[config.mk]
export PLATFORM = sky130hd
export DESIGN_NAME = key_debounce_array
export DESIGN_NICKNAME = d
export VERILOG_FILES = /design/src/rtl/key_pkg.sv /design/src/rtl/key_debounce_ch.sv /design/src/rtl/key_debounce_array.sv
export SDC_FILE = /design/constraint.sdc
export NUM_CORES = 1
export LEC_CHECK = 0
export ABC_AREA = 1
export CORE_ASPECT_RATIO = 1.2
export CORE_UTILIZATION = 50
export DETAILED_ROUTE_END_ITERATION = 8
export PLACE_DENSITY = 0.71
export SLEW_MARGIN = 0
export SYNTH_ARGS = -nofsm -noshare
export SYNTH_HDL_FRONTEND = slang
export SYNTH_SLANG_ARGS = --single-unit
[constraint.sdc]
create_clock -name CLK100MHZ -period 1.69 [get_ports CLK100MHZ]
set_clock_uncertainty 0.05 [all_clocks]
set_input_delay 0.4225 -clock CLK100MHZ [delete_from_list [all_inputs] [get_ports CLK100MHZ]]
set_output_delay 0.4225 -clock CLK100MHZ [all_outputs]
set_load 0.02 [all_outputs]
[src/rtl/key_pkg.sv]
// Shared types, width helper and 100 MHz timing defaults for the key debounce array.
package key_pkg;

    typedef enum logic [1:0] {
        IDLE       = 2'd0,
        PRESS_FILT = 2'd1,
        HELD       = 2'd2,
        REL_FILT   = 2'd3
    } key_fsm_t;

    localparam int DEF_DEBOUNCE_CYC  = 2_000_000;   // 20 ms
    localparam int DEF_REPEAT_DELAY  = 50_000_000;  // 500 ms
    localparam int DEF_REPEAT_PERIOD = 10_000_000;  // 100 ms

    function automatic int clog2(input int value);
        int r;
        r = 0;
        while ((longint'(1) << r) < longint'(value)) r++;
        return r;
    endfunction

endpackage

[src/rtl/key_debounce_ch.sv]
// One key channel: 2-flop synchroniser, 4-state debounce FSM, optional auto-repeat (KEY_REPEAT_EN).
// Latency: press/release pulse DEBOUNCE_CYC+3 edges after the first sampling edge; no backpressure, pulses are fire-and-forget.
module key_debounce_ch
    import key_pkg::*;
#(
    parameter int DEBOUNCE_CYC     = DEF_DEBOUNCE_CYC,
    parameter int KEY_ACTIVE_LEVEL = 1,
    parameter int REPEAT_DELAY     = DEF_REPEAT_DELAY,
    parameter int REPEAT_PERIOD    = DEF_REPEAT_PERIOD
) (
    input  logic clk,
    input  logic rst_n,
    input  logic key_raw,
    output logic key_state,
    output logic key_press,
    output logic key_release,
    output logic key_press_nxt
);

    localparam int            CW      = (clog2(DEBOUNCE_CYC) < 1) ? 1 : clog2(DEBOUNCE_CYC);
    localparam logic          ACT_LVL = (KEY_ACTIVE_LEVEL != 0);
    localparam logic [CW-1:0] CNT_MAX = CW'(DEBOUNCE_CYC - 1);

    logic [1:0]    sync_q;
    logic          act;
    key_fsm_t      state_q, state_nxt;
    logic [CW-1:0] cnt_q, cnt_nxt;
    logic          accept, release_nxt, rep_hit;

    always_ff @(posedge clk or negedge rst_n) begin
        if (!rst_n) sync_q <= {2{~ACT_LVL}};
        else        sync_q <= {sync_q[0], key_raw};
    end

    assign act = (sync_q[1] == ACT_LVL);

    always_comb begin
        state_nxt   = state_q;
        cnt_nxt     = cnt_q;
        accept      = 1'b0;
        release_nxt = 1'b0;
        unique case (state_q)
            IDLE: if (act) begin
                state_nxt = PRESS_FILT;
                cnt_nxt   = '0;
            end
            PRESS_FILT: begin
                if (!act) begin
                    state_nxt = IDLE;
                    cnt_nxt   = '0;
                end else if (cnt_q == CNT_MAX) begin
                    state_nxt = HELD;
                    cnt_nxt   = '0;
                    accept    = 1'b1;
                end else begin
                    cnt_nxt = cnt_q + 1'b1;
                end
            end
            HELD: if (!act) begin
                state_nxt = REL_FILT;
                cnt_nxt   = '0;
            end
            REL_FILT: begin
                if (act) begin
                    state_nxt = HELD;
                    cnt_nxt   = '0;
                end else if (cnt_q == CNT_MAX) begin
                    state_nxt   = IDLE;
                    cnt_nxt     = '0;
                    release_nxt = 1'b1;
                end else begin
                    cnt_nxt = cnt_q + 1'b1;
                end
            end
            default: begin
                state_nxt = IDLE;
                cnt_nxt   = '0;
            end
        endcase
    end

    assign key_press_nxt = accept | rep_hit;

    always_ff @(posedge clk or negedge rst_n) begin
        if (!rst_n) begin
            state_q     <= IDLE;
            cnt_q       <= '0;
            key_state   <= 1'b0;
            key_press   <= 1'b0;
            key_release <= 1'b0;
        end else begin
            state_q     <= state_nxt;
            cnt_q       <= cnt_nxt;
            key_press   <= key_press_nxt;
            key_release <= release_nxt;
            if (accept)           key_state <= 1'b1;
            else if (release_nxt) key_state <= 1'b0;
        end
    end

`ifdef KEY_REPEAT_EN
    localparam int RMAX = (REPEAT_DELAY > REPEAT_PERIOD) ? REPEAT_DELAY : REPEAT_PERIOD;
    localparam int RW   = (clog2(RMAX) < 1) ? 1 : clog2(RMAX);

    logic [RW-1:0] rcnt_q, rep_lim;
    logic          rep_phase_q, in_held;

    // rcnt runs through REL_FILT bounces; the release edge itself never repeats.
    assign in_held = (state_q == HELD) || (state_q == REL_FILT);
    assign rep_lim = rep_phase_q ? RW'(REPEAT_PERIOD - 1) : RW'(REPEAT_DELAY - 1);
    assign rep_hit = in_held && !release_nxt && (rcnt_q == rep_lim);

    always_ff @(posedge clk or negedge rst_n) begin
        if (!rst_n) begin
            rcnt_q      <= '0;
            rep_phase_q <= 1'b0;
        end else if (accept) begin
            rcnt_q      <= '0;
            rep_phase_q <= 1'b0;
        end else if (in_held) begin
            if (rcnt_q == rep_lim) begin
                rcnt_q      <= '0;
                rep_phase_q <= 1'b1;
            end else begin
                rcnt_q <= rcnt_q + 1'b1;
            end
        end
    end
`else
    assign rep_hit = 1'b0;
`endif

endmodule

[src/rtl/key_debounce_array.sv]
// N_KEYS independent debounced key channels plus a registered any-press flag (auto-repeat under KEY_REPEAT_EN).
// Latency: DEBOUNCE_CYC+3 edges from first sampling edge to pulse; no backpressure, pulses cannot be stalled.
module key_debounce_array
    import key_pkg::*;
#(
    parameter int N_KEYS           = 5,
    parameter int DEBOUNCE_CYC     = DEF_DEBOUNCE_CYC,
    parameter int KEY_ACTIVE_LEVEL = 1,
    parameter int REPEAT_DELAY     = DEF_REPEAT_DELAY,
    parameter int REPEAT_PERIOD    = DEF_REPEAT_PERIOD
) (
    input  logic              CLK100MHZ,
    input  logic              CPU_RESETN,
    input  logic [N_KEYS-1:0] key_in,
    output logic [N_KEYS-1:0] key_state,
    output logic [N_KEYS-1:0] key_press,
    output logic [N_KEYS-1:0] key_release,
    output logic              key_any_press
);

    logic [N_KEYS-1:0] press_nxt;

    for (genvar i = 0; i < N_KEYS; i++) begin : g_ch
        key_debounce_ch #(
            .DEBOUNCE_CYC    (DEBOUNCE_CYC),
            .KEY_ACTIVE_LEVEL(KEY_ACTIVE_LEVEL),
            .REPEAT_DELAY    (REPEAT_DELAY),
            .REPEAT_PERIOD   (REPEAT_PERIOD)
        ) u_ch (
            .clk          (CLK100MHZ),
            .rst_n        (CPU_RESETN),
            .key_raw      (key_in[i]),
            .key_state    (key_state[i]),
            .key_press    (key_press[i]),
            .key_release  (key_release[i]),
            .key_press_nxt(press_nxt[i])
        );
    end

    // Registered from the same next-state terms so it aligns with key_press.
    always_ff @(posedge CLK100MHZ or negedge CPU_RESETN) begin
        if (!CPU_RESETN) key_any_press <= 1'b0;
        else             key_any_press <= |press_nxt;
    end

endmodule
==> results.py, run 1 <==
metrics = {
    "timing": {
        "tightestPinTransition_ns": 0.4899,
        "setup_viol": 0,
        "fmax_mhz": 592.5,
        "rsz0062_at_grt": "true",
        "slew_headroom_pct": 67.09,
        "final_max_slew_viol_count": 0,
        "min_period_ns": 1.688,
        "hold_viol": 0,
        "min_period_over_period_pct": 99.87,
    },
    "yosys": {
        "synthFlopType": "dfrtp_1",
        "synth_area_leaders": "dfrtp_1 (45%), nand2_1 (13%), inv_1 (7.0%), nor2_1 (5.7%), nand3_1 (4.7%)",
        "synth_cell_types": 40,
        "async_flop_share_pct": 100.0,
        "synth_common_cells": "nand2_1 (265), inv_1 (147), dfrtp_1 (141)",
        "yosys_warnings": 0,
        "synth_nets": 1066,
        "synth_top_area_share_pct": 44.63,
        "syn_inst": 1054,
        "yosysMostFrequentCell": "nand2_1",
        "syn_area_um2": 7905,
        "synth-edff-count": 0,
        "seq_area_frac_synth_pct": 44.63,
        "syn_area_per_cell_um2": 7.500,
        "ys_seq_elements": 141,
        "yosys.area.top_type": "dfrtp_1",
    },
    "hold_path": {
        "hold_path.class": "reg2reg",
    },
    "run": {
        "maxCapViolations": 0,
    },
    "floorplan": {
        "num_rows": 50,
        "io_pins": 23,
        "initial_utilization_pct": 50.95,
        "core_area_um2": 15510,
        "die_y_um": 139.7,
        "dieArea_um2": 16320,
        "fp.dieW_um": 116.8,
    },
    "critical_path": {
        "slowest_stage": "dfrtp_1",
        "cp_max_fo": 6,
        "crit_required_ns": 1.96,
        "cpPeakStageDelay_ns": 0.37,
        "cp.arrival_ns": 1.96,
        "crit_path_start_kind": "register",
        "crit_path_end_kind": "register",
        "path_cells": "ha_2 -> nand3_4 -> nor2_4 -> inv_2 -> nor2_4 -> nand3_4 -> nand2_4 -> buf_6 -> nor2_1 -> nand2_1 -> nand2_1",
        "crit_type": "reg2reg",
    },
    "placement": {
        "routabilityCongestion": 0.9179,
        "placed_cell_area_um2": 8518,
        "post-place-cells": 1295,
        "hpwl_um": 12250,
        "port-buffer-count": 22,
    },
    "grt": {
        "grt_pass1_vias": 6569,
        "grt_usage_pct": 22.40,
        "grt_max_degree": 50,
        "antenna_found_initial": 0,
        "overflow": 0,
        "grt_pass1_wl_um": 28930,
    },
    "clock_network": {
        "cts_tree": "yes",
        "clock_latency_ns": 0.43,
        "clockBufferDepth": 2,
        "cts_sinks": 141,
        "cts-root-buf": "clkbuf_16",
        "clkTransAtPathRegs_ns": 0.06,
        "numCtsBuffers": 17,
        "htreeDepth": 4,
    },
    "pwr": {
        "powerDensity_nw_per_um2": 1001,
        "intPower_mw": 6.607,
        "p_sw_mw": 2.995,
        "combPwrFrac_pct": 21.8,
        "peakVddDrop_uv": 815.5,
        "seqPwrFrac_pct": 39.6,
        "totalPowerFinal_mw": 9.603,
        "p_sw_share_pct": 31.19,
        "clkPwrFrac_pct": 38.5,
        "power_leakage_nw": 4.553,
    },
    "route": {
        "vias_per_cell": 5.146,
        "wl_per_cell_um": 13.13,
        "drtPass1Iterations": 5,
        "drtIter0Drc": 461,
        "totalWireLength_um": 17600,
        "ant_nets": 0,
        "via_count": 6901,
        "drcViolationCount": 0,
    },
    "finish": {
        "area_delta_synth_final_pct": 21.40,
        "final_cells": 1341,
        "final_layout_size_suffix_gt1_share_pct": 18.80,
        "finalInstanceArea_um2": 9597,
        "antennaDiodeCount": 0,
        "finish.net_count": 1133,
    },
    "run_status": {
        "status": "finished clean",
    },
}
-- cells by family (layout without fill, tap and decap cells) --
group	Yosys count	count (layout)	synth area share, %
AO/OA/AOI/OAI	117	117	8.136
XOR/XNOR	26	26	2.881
adder cells (fa/ha/maj)	5	5	0.7914
buffers and inverters	193	271	10.30
flip-flops	141	141	44.63
AND/OR/NAND/NOR	572	573	33.25
-- power by group through the flow --
stage | combinational, mW | sequential, mW | clock, mW
2_1_floorplan | 1.15 | 3.79 | 0
3_3_place_gp | 1.69 | 3.82 | 0
3_5_place_dp | 1.72 | 3.83 | 0
4_1_cts | 1.76 | 3.76 | 3.77
5_1_grt | 2.34 | 3.84 | 3.90
6_report | 2.10 | 3.81 | 3.70
-- worst max-delay path, delay by kind of cell, from the launching register on --
family | cells | cell delay, ns
simple gates | 8 | 0.72
buf+inv | 2 | 0.21
fa+ha+maj | 1 | 0.23
flops | 1 | 0.37
-- timing repair --
| item | CTS | global route |
|---|---|---|
| pin swaps | 1 | 24 |
| setup buffers | 2 | 10 |
| endpoints found under the setup margin | 41 | 97 |
| gates resized for setup | 23 | 100 |
| hold buffers | 1 | 0 |
| gates cloned | 0 | 2 |
| hold endpoints to repair | 39 | 0 |
-- metrics by stage --
stage	worst slack (ns)	setup TNS [ns]	hold WS (ns)	util [%]
final	0.002263	0	0.3026	61.85
after global routing	-0.09464	-1.528	0.3165	61.85
after CTS	-0.003771	-0.003771	0.3022	58.87
after detailed placement	-0.06354	-0.5534	0.2051	54.90
after global placement	-0.05574	-0.3009	0.2070	54.90
after floorplan	0.1356	0	0.07691	-
-- routing by layer --
layer,GRT usage (%),up-vias,share of wire (%)
met5,0,-,0
met4,8.528,0,1.8
met3,4.443,24,2.8
met2,38.18,104,51
met1,27.61,3281,45
li1,-,3492,-
-- placed cells by master, fill, tap and decap left out, types with 4 or more instances in the layout --
cell type | Yosys | final
o21ai_1 | 31 | 31
nor2_1 | 119 | 106
buf_4 | 17 | 43
xor2_1 | 23 | 23
nor3_2 | 7 | 10
clkdlybuf4s50_1 | 0 | 5
o21bai_1 | 4 | 4
nor3_1 | 29 | 25
o21ai_2 | 4 | 7
nand2_1 | 265 | 250
buf_6 | 3 | 5
nand3_1 | 75 | 67
dlygate4sd2_1 | 0 | 16
clkbuf_16 | 0 | 17
inv_1 | 147 | 141
nand2_2 | 7 | 13
o21ai_0 | 36 | 33
nand3_2 | 15 | 19
inv_2 | 16 | 15
nand4_1 | 26 | 26
nor2_4 | 4 | 15
a21oi_1 | 25 | 24
nand2_4 | 1 | 10
o22ai_1 | 10 | 8
nand3_4 | 1 | 5
inv_4 | 0 | 6
nor2_2 | 14 | 16
dfrtp_1 | 141 | 141
-- registers in the layout (all words and copies together) (netlist names), named ones only --
register / count
g_ch.u_ch.cnt_q: 105
g_ch.u_ch.key_press: 5
g_ch.u_ch.key_release: 5
g_ch.u_ch.key_state: 5
g_ch.u_ch.state_q: 5
g_ch.u_ch.sync_q: 10
key_any_press: 1
-- path summary, 6_finish.rpt --
path | from | slack [ns] | to | cells after the start
max | g_ch[1].u_ch.cnt_q[1] | 0.002 | g_ch[1].u_ch.cnt_q[17] | 11
min | g_ch[2].u_ch.sync_q[0] | 0.30 | g_ch[2].u_ch.sync_q[1] | 0
max reg2reg | g_ch[1].u_ch.cnt_q[1] | 0.002 | g_ch[1].u_ch.cnt_q[17] | 11
min reg2reg | g_ch[2].u_ch.sync_q[0] | 0.30 | g_ch[2].u_ch.sync_q[1] | 0
max in group asynchronous | CPU_RESETN | 0.77 | g_ch[2].u_ch.cnt_q[9] | 3
min in group asynchronous | CPU_RESETN | 0.33 | g_ch[3].u_ch.cnt_q[20] | 2
-- final cells by class --
| cell class | instances | area [µm²] |
|---|---|---|
| clock inverters | 9 | 111.4 |
| fillers | 1373 | 5918 |
| flip-flops and latches | 141 | 3528 |
| well taps | 208 | 260.3 |
| clock buffers | 22 | 474.2 |
| inverters | 166 | 651.9 |
| repair inverters | 1 | 6.256 |
| multi-input cells | 721 | 3925 |
| repair buffers | 73 | 639.4 |
(Power assumes the default switching activity.)
==> run 2: changes to the inputs <==
Settings changed: CORE_UTILIZATION 50 to 62, PLACE_DENSITY 0.71 to 0.84.
==> run 2 against run 1 <==
The flow now finishes with violations (setup timing). Utilization up 16 points. Combinational power about the same. Routed wire length up 8.6%. Cell area down 0.99%. Non-clock buffer count up 12. Via count up 5.5%. Maximum frequency down 0.84%. Global-route usage up 6.2 points. Power down 1.6%. Clock-buffer cell count up 2. Worst setup slack worse by 0.014 ns. Sequential share of layout area up 0.37 points. Highest routed layer unchanged.
==> results.py, run 2 (synthesized netlist as in run 1, its figures left out) <==
metrics = {
    "route": {
        "ant_nets": 0,
        "drcViolationCount": 0,
        "drtPass1Iterations": 5,
        "drtIter0Drc": 469,
        "totalWireLength_um": 19120,
        "wl_per_cell_um": 14.66,
        "via_count": 7278,
        "vias_per_cell": 5.581,
    },
    "placement": {
        "routabilityCongestion": 0.9378,
        "hpwl_um": 12360,
        "port-buffer-count": 22,
        "placed_cell_area_um2": 8489,
    },
    "clock_network": {
        "numCtsBuffers": 17,
        "htreeDepth": 4,
        "cts_sinks": 141,
        "cts_tree": "yes",
        "clock_latency_ns": 0.43,
        "clockBufferDepth": 2,
        "cts-root-buf": "clkbuf_16",
        "clkTransAtPathRegs_ns": 0.06,
    },
    "finish": {
        "largest_register": "g_ch.u_ch.cnt_q",
        "area_delta_synth_final_pct": 20.20,
        "largest_register_ffs": 105,
        "postLayoutCoreUtil_pct": 77.40,
        "reg_top3": "g_ch.u_ch.cnt_q (105), g_ch.u_ch.sync_q (10)",
        "antennaDiodeCount": 0,
        "final_layout_size_suffix_gt1_share_pct": 18.37,
        "final_common_cell": "nand2_1",
        "fillers": 828,
        "finalInstanceArea_um2": 9502,
        "finish.net_count": 1144,
        "final_cell_mix": "nand2_1 (254), inv_1 (143), dfrtp_1 (141)",
    },
    "floorplan": {
        "fp.dieW_um": 105.1,
        "num_rows": 44,
        "core_area_um2": 12280,
        "dieArea_um2": 13210,
        "io_pins": 23,
        "initial_utilization_pct": 64.39,
        "die_y_um": 125.7,
    },
    "critical_path": {
        "crit_path_end_kind": "register",
        "cp_max_fo": 5,
        "r2r-start": "g_ch[2].u_ch.cnt_q[1]",
        "cp.arrival_ns": 1.97,
        "reg2reg_to": "g_ch[2].u_ch.cnt_q[13]",
        "crit_path_start": "g_ch[2].u_ch.cnt_q[1]",
        "rrSetupSlack_ns": -0.01,
        "crit_path_start_kind": "register",
        "crit_type": "reg2reg",
        "r2r_cells": 11,
        "crit_required_ns": 1.95,
        "crit_path_end": "g_ch[2].u_ch.cnt_q[13]",
    },
    "pwr": {
        "peakVddDrop_uv": 860.9,
        "seqPwrFrac_pct": 40.3,
        "p_sw_mw": 2.985,
        "power_leakage_nw": 4.531,
        "clkPwrFrac_pct": 37.2,
        "combPwrFrac_pct": 22.5,
        "powerDensity_nw_per_um2": 994.6,
        "p_sw_share_pct": 31.59,
        "intPower_mw": 6.465,
    },
    "timing": {
        "tns_ns": -0.01235,
        "fmax_mhz": 587.5,
        "hold_viol": 0,
        "tightestPinTransition_ns": 0.4107,
        "setup_viol": 2,
        "slew_headroom_pct": 72.62,
        "fin_hold_ws_ns": 0.2974,
        "rsz0062_at_grt": "true",
        "min_period_ns": 1.702,
        "setup_ws_ns": -0.01201,
        "final_max_slew_viol_count": 0,
        "min_period_over_period_pct": 100.7,
    },
    "grt": {
        "grt_usage_pct": 28.57,
        "grt_max_degree": 41,
        "grt_pass1_wl_um": 30270,
        "antenna_found_initial": 0,
        "overflow": 0,
        "grt_pass1_vias": 6797,
    },
    "run_status": {
        "violations": "setup timing",
        "status": "finished with violations",
    },
    "run": {
        "maxCapViolations": 0,
    },
    "hold_path": {
        "hold_path.class": "reg2reg",
    },
}
-- run 2: changes by cell type in the layout (fill, tap and decap cells not counted), sizes merged --
cell | previous run | this run
buf | 51 | 63
clkbuf | 22 | 24
clkinv | 6 | 4
bufinv | 2 | 1
inv | 165 | 164
-- run 2: area by class of cell --
| class | instances | area, µm² | share of cell area [%] |
|---|---|---|---|
| Multi-Input combinational cell | 721 | 3857 | 40.60 |
| Sequential cell | 141 | 3528 | 37.13 |
| Timing Repair Buffer | 85 | 729.5 | 7.677 |
| Inverter | 166 | 640.6 | 6.742 |
| Clock buffer | 24 | 481.7 | 5.070 |
| Tap cell | 161 | 201.4 | 2.120 |
| Clock inverter | 6 | 62.56 | 0.6584 |
-- run 2: worst min-delay path by stage --
stage | from | end | slack (ns) | cells after the start
finish | g_ch[0].u_ch.sync_q[0] | g_ch[0].u_ch.sync_q[1] | 0.30 | 0
global route | g_ch[1].u_ch.sync_q[0] | g_ch[1].u_ch.sync_q[1] | 0.31 | 0
CTS | g_ch[0].u_ch.sync_q[0] | g_ch[0].u_ch.sync_q[1] | 0.30 | 0
detailed placement | g_ch[0].u_ch.sync_q[0] | g_ch[0].u_ch.sync_q[1] | 0.28 | 0
global placement | g_ch[2].u_ch.sync_q[0] | g_ch[2].u_ch.sync_q[1] | 0.28 | 0
floorplan | CPU_RESETN | async pin | 0.08 | 0
-- run 2: layer usage --
layer	GRT usage, %	vias up	part of all wire (%)	routed length (µm)
met3	5.694	62	6.2	1176
met1	34.64	3440	39	7494
met5	0	-	0	0
met4	12.68	0	2.5	475
li1	-	3502	-	-
met2	49.40	274	52	9973
-- run 2: stage by stage --
| stage | power [mW] | setup slack, ns | std cells |
|---|---|---|---|
| floorplan | 4.940 | 0.1356 | 1054 |
| global placement | 5.502 | -0.02386 | 1252 |
| detailed placement | 5.553 | -0.05387 | 1252 |
| CTS | 9.121 | 0.002601 | 1288 |
| global route | 9.801 | -0.1276 | 1304 |
| finish | 9.450 | -0.01201 | 1304 |
-- run 2: timing repair --
action,CTS,global route
hold buffers,1,0
setup endpoints to repair,52,86
setup buffers,4,16
hold endpoints to repair,34,0
gates resized for setup,29,70
cloned,1,0
pin swaps,2,16
-- run 2: power by group through the flow --
| stage | registers [mW] | clock network [mW] | logic [mW] |
|---|---|---|---|
| final | 3.81 | 3.51 | 2.13 |
| after global routing | 3.84 | 3.66 | 2.30 |
| after CTS | 3.77 | 3.52 | 1.83 |
| after detailed placement | 3.83 | 0 | 1.72 |
| after global placement | 3.82 | 0 | 1.69 |
| after floorplan | 3.79 | 0 | 1.15 |
-- run 2: critical path, stage by stage (launching register included) --
cell	delay (ns)
dfrtp_1	0.40
ha_4	0.17
nand3_4	0.10
nor2_4	0.14
inv_2	0.07
nor2_4	0.12
nand3_4	0.12
nand2_4	0.11
buf_6	0.11
nor2_1	0.04
o21ai_1	0.08
nand2_1	0.07
==> run 3: changes to the inputs <==
Settings changed: CORE_MARGIN set to 2, CORE_UTILIZATION 62 to 63, PLACE_DENSITY 0.84 to 0.85, SYNTH_HIERARCHICAL set to 1.
==> run 3 against run 2 <==
The flow now finishes without violations. Synthesized area increased by 5.5%. Clock power increased by 6.8%. Global-route usage decreased by 0.14 points. Cell area is 1.9% higher. Flip-flop and latch count is the same. Largest power group unchanged. Non-clock buffer count shrank 20. Critical path type unchanged. Utilization shrank 3.3 points. Via count is 6.0% higher. Routed wire length shrank 0.58%. Hold slack about the same. Die area rose by 7.3%.
==> results.py, run 3 <==
metrics = {
    "grt": {
        "use_met1_pct": 35.12,
        "use_met2_pct": 48.56,
        "overflow": 0,
        "grt_busiest_layer": "met2",
        "grt_pass1_vias": 7102,
        "grt_pass1_wl_um": 31900,
        "antenna_found_initial": 0,
        "grt_usage_pct": 28.43,
        "grt_util_met3_pct": 5.744,
        "grt_max_degree": 51,
    },
    "yosys": {
        "synth_area_leaders": "dfrtp_1 (42%), nand2_1 (18%), nor2_1 (6.9%), nand3_1 (6.0%), inv_1 (4.8%)",
        "yosys.area.top_type": "dfrtp_1",
        "synth_common_cells": "nand2_1 (406), nor2_1 (154), dfrtp_1 (141)",
        "synth_nets": 1165,
        "syn_area_um2": 8337,
        "yosys_warnings": 6,
        "synth-edff-count": 0,
        "ys_seq_elements": 141,
        "synth_cell_types": 32,
        "seq_area_frac_synth_pct": 42.32,
        "synth_top_area_share_pct": 42.32,
        "syn_inst": 1153,
        "async_flop_share_pct": 100.0,
        "syn_area_per_cell_um2": 7.230,
        "yosysMostFrequentCell": "nand2_1",
        "synthFlopType": "dfrtp_1",
    },
    "route": {
        "via_count": 7718,
        "vias_per_cell": 5.485,
        "drtIter0Drc": 689,
        "totalWireLength_um": 19010,
        "ant_nets": 0,
        "wl_per_cell_um": 13.51,
        "drcViolationCount": 0,
        "drtPass1Iterations": 5,
    },
    "pwr": {
        "seqPwrFrac_pct": 39.3,
        "combPwrFrac_pct": 23.0,
        "powerDensity_nw_per_um2": 1027,
        "peakVddDrop_uv": 865.0,
        "p_sw_share_pct": 32.31,
        "p_sw_mw": 3.214,
        "clkPwrFrac_pct": 37.7,
        "power_leakage_nw": 4.430,
        "intPower_mw": 6.732,
        "totalPowerFinal_mw": 9.945,
    },
    "finish": {
        "area_delta_synth_final_pct": 16.13,
        "fillers": 938,
        "reg_top3": "g_ch.u_ch/cnt_q (105), g_ch.u_ch/sync_q (10)",
        "antennaDiodeCount": 0,
        "final_cell_mix": "nand2_1 (404), nor2_1 (153), dfrtp_1 (141)",
        "largest_register": "g_ch.u_ch/cnt_q",
        "final_layout_size_suffix_gt1_share_pct": 12.11,
        "finish.net_count": 1238,
        "final_common_cell": "nand2_1",
        "regArea_um2": 3528,
        "postLayoutCoreUtil_pct": 74.10,
        "largest_register_ffs": 105,
        "multiInputGateArea_um2": 4299,
    },
    "floorplan": {
        "initial_utilization_pct": 63.81,
        "io_pins": 23,
        "dieArea_um2": 14170,
        "core_area_um2": 13070,
        "fp.dieW_um": 109.0,
        "num_rows": 46,
        "die_y_um": 130.0,
    },
    "clock_network": {
        "clockBufferDepth": 2,
        "htreeDepth": 4,
        "clkTransAtPathRegs_ns": 0.06,
        "cts_sinks": 141,
        "cts-root-buf": "clkbuf_16",
        "numCtsBuffers": 17,
        "clock_latency_ns": 0.43,
        "cts_tree": "yes",
    },
    "timing": {
        "fmax_mhz": 615.1,
        "hold_viol": 0,
        "tightestPinTransition_ns": 0.3801,
        "min_period_over_period_pct": 96.20,
        "rsz0062_at_grt": "true",
        "setup_viol": 0,
        "min_period_ns": 1.626,
        "slew_headroom_pct": 74.42,
        "final_max_slew_viol_count": 0,
        "setup_ws_ns": 0.06415,
    },
    "critical_path": {
        "worst-path-buf-inv": 2,
        "crit_path_start_kind": "register",
        "slowest_stage": "dfrtp_1",
        "cp.arrival_ns": 1.88,
        "crit_type": "reg2reg",
        "crit_path_end_kind": "register",
        "crit_top_cell": "nand2_4",
        "cpPeakStageDelay_ns": 0.38,
        "path_cells": "ha_1 -> nand2_1 -> inv_2 -> nand2_4 -> nor2_4 -> nand3_4 -> buf_4 -> nand2_4 -> o21ai_0",
        "cp_max_fo": 6,
        "crit_required_ns": 1.94,
        "path_delay_family": "simple AND/OR/NAND/NOR gates",
    },
    "placement": {
        "routabilityCongestion": 0.9088,
        "pre_cts_ws_ns": 0.05245,
        "hpwl_um": 13390,
        "port-buffer-count": 22,
    },
    "run": {
        "maxCapViolations": 0,
    },
    "hold_path": {
        "hold_path.class": "reg2reg",
    },
    "run_status": {
        "status": "finished clean",
    },
}
-- run 3: repair_timing --
| item | CTS | global route |
|---|---|---|
| gates cloned | 0 | 1 |
| endpoints found under the hold margin | 28 | 0 |
| buffers inserted | 0 | 9 |
| hold buffers | 1 | 0 |
| endpoints found under the setup margin | 16 | 39 |
| pin swaps | 0 | 3 |
| gates resized for setup | 16 | 9 |
-- run 3: layout make-up --
| class | instances | share of cell area (%) |
|---|---|---|
| Clock buffer | 21 | 4.859 |
| Inverter | 119 | 4.665 |
| Sequential cell | 141 | 36.44 |
| Timing Repair Buffer | 65 | 6.087 |
| Multi-Input combinational cell | 882 | 44.40 |
| Clock inverter | 11 | 1.370 |
| Tap cell | 168 | 2.171 |
-- run 3: final timing paths --
path / cells after the start / startpoint / end / slack [ns]
hold / removal: 0 / g_ch[1].u_ch/sync_q[0] / g_ch[1].u_ch/sync_q[1] / 0.30
setup / recovery: 9 / g_ch[2].u_ch/cnt_q[1] / g_ch[2].u_ch/cnt_q[9] / 0.06
hold reg to reg: 0 / g_ch[1].u_ch/sync_q[0] / g_ch[1].u_ch/sync_q[1] / 0.30
max in group asynchronous: 3 / CPU_RESETN / g_ch[2].u_ch/cnt_q[2] / 0.63
setup reg to reg: 9 / g_ch[2].u_ch/cnt_q[1] / g_ch[2].u_ch/cnt_q[9] / 0.06
min in group asynchronous: 2 / CPU_RESETN / g_ch[0].u_ch/cnt_q[13] / 0.40
-- run 3: routing by layer --
| metal | vias up | routed length [µm] | share of wire (%) |
|---|---|---|---|
| li1 | 3817 | - | - |
| met5 | - | 0 | 0 |
| met4 | 0 | 469 | 2.5 |
| met2 | 252 | 9643 | 51 |
| met3 | 48 | 929 | 4.9 |
| met1 | 3601 | 7967 | 42 |
-- run 3: kinds of logic after synthesis --
group,share of synthesized area [%]
AND/OR/NAND/NOR,39.46
buffers and inverters,6.739
adder cells (fa/ha/maj),0.7504
XOR/XNOR,3.467
AO/OA/AOI/OAI,7.264
flip-flops,42.32
-- run 3: worst reg2reg max path: cells and delay by family (launching register included) --
kind / cells / cell delay, ns
and+or+nand+nor: 5 / 0.51
DFF: 1 / 0.38
buffers and inverters: 2 / 0.27
adders and majority gates: 1 / 0.17
AOI/OAI and AO/OA: 1 / 0.11
-- run 3: through the flow --
stage / TNS (ns) / instances / cell area [µm²] / hold WS [ns]
after floorplan: 0 / 1153 / 8337 / 0.07691
after global placement: 0 / 1364 / 8956 / 0.2779
after detailed placement: 0 / 1364 / 8956 / 0.2828
after CTS: 0 / 1397 / 9549 / 0.2975
after global routing: -0.2812 / 1407 / 9682 / 0.3051
final: 0 / 1407 / 9682 / 0.2974
-- run 3: power by group through the flow --
stage          clock network, mW  registers [mW]  logic [mW]
2_1_floorplan                  0            3.92        1.41
3_3_place_gp                   0            3.93        1.99
3_5_place_dp                   0            3.96        2.05
4_1_cts                     3.82            3.90        2.06
5_1_grt                     3.96            3.95        2.54
6_report                    3.75            3.91        2.29
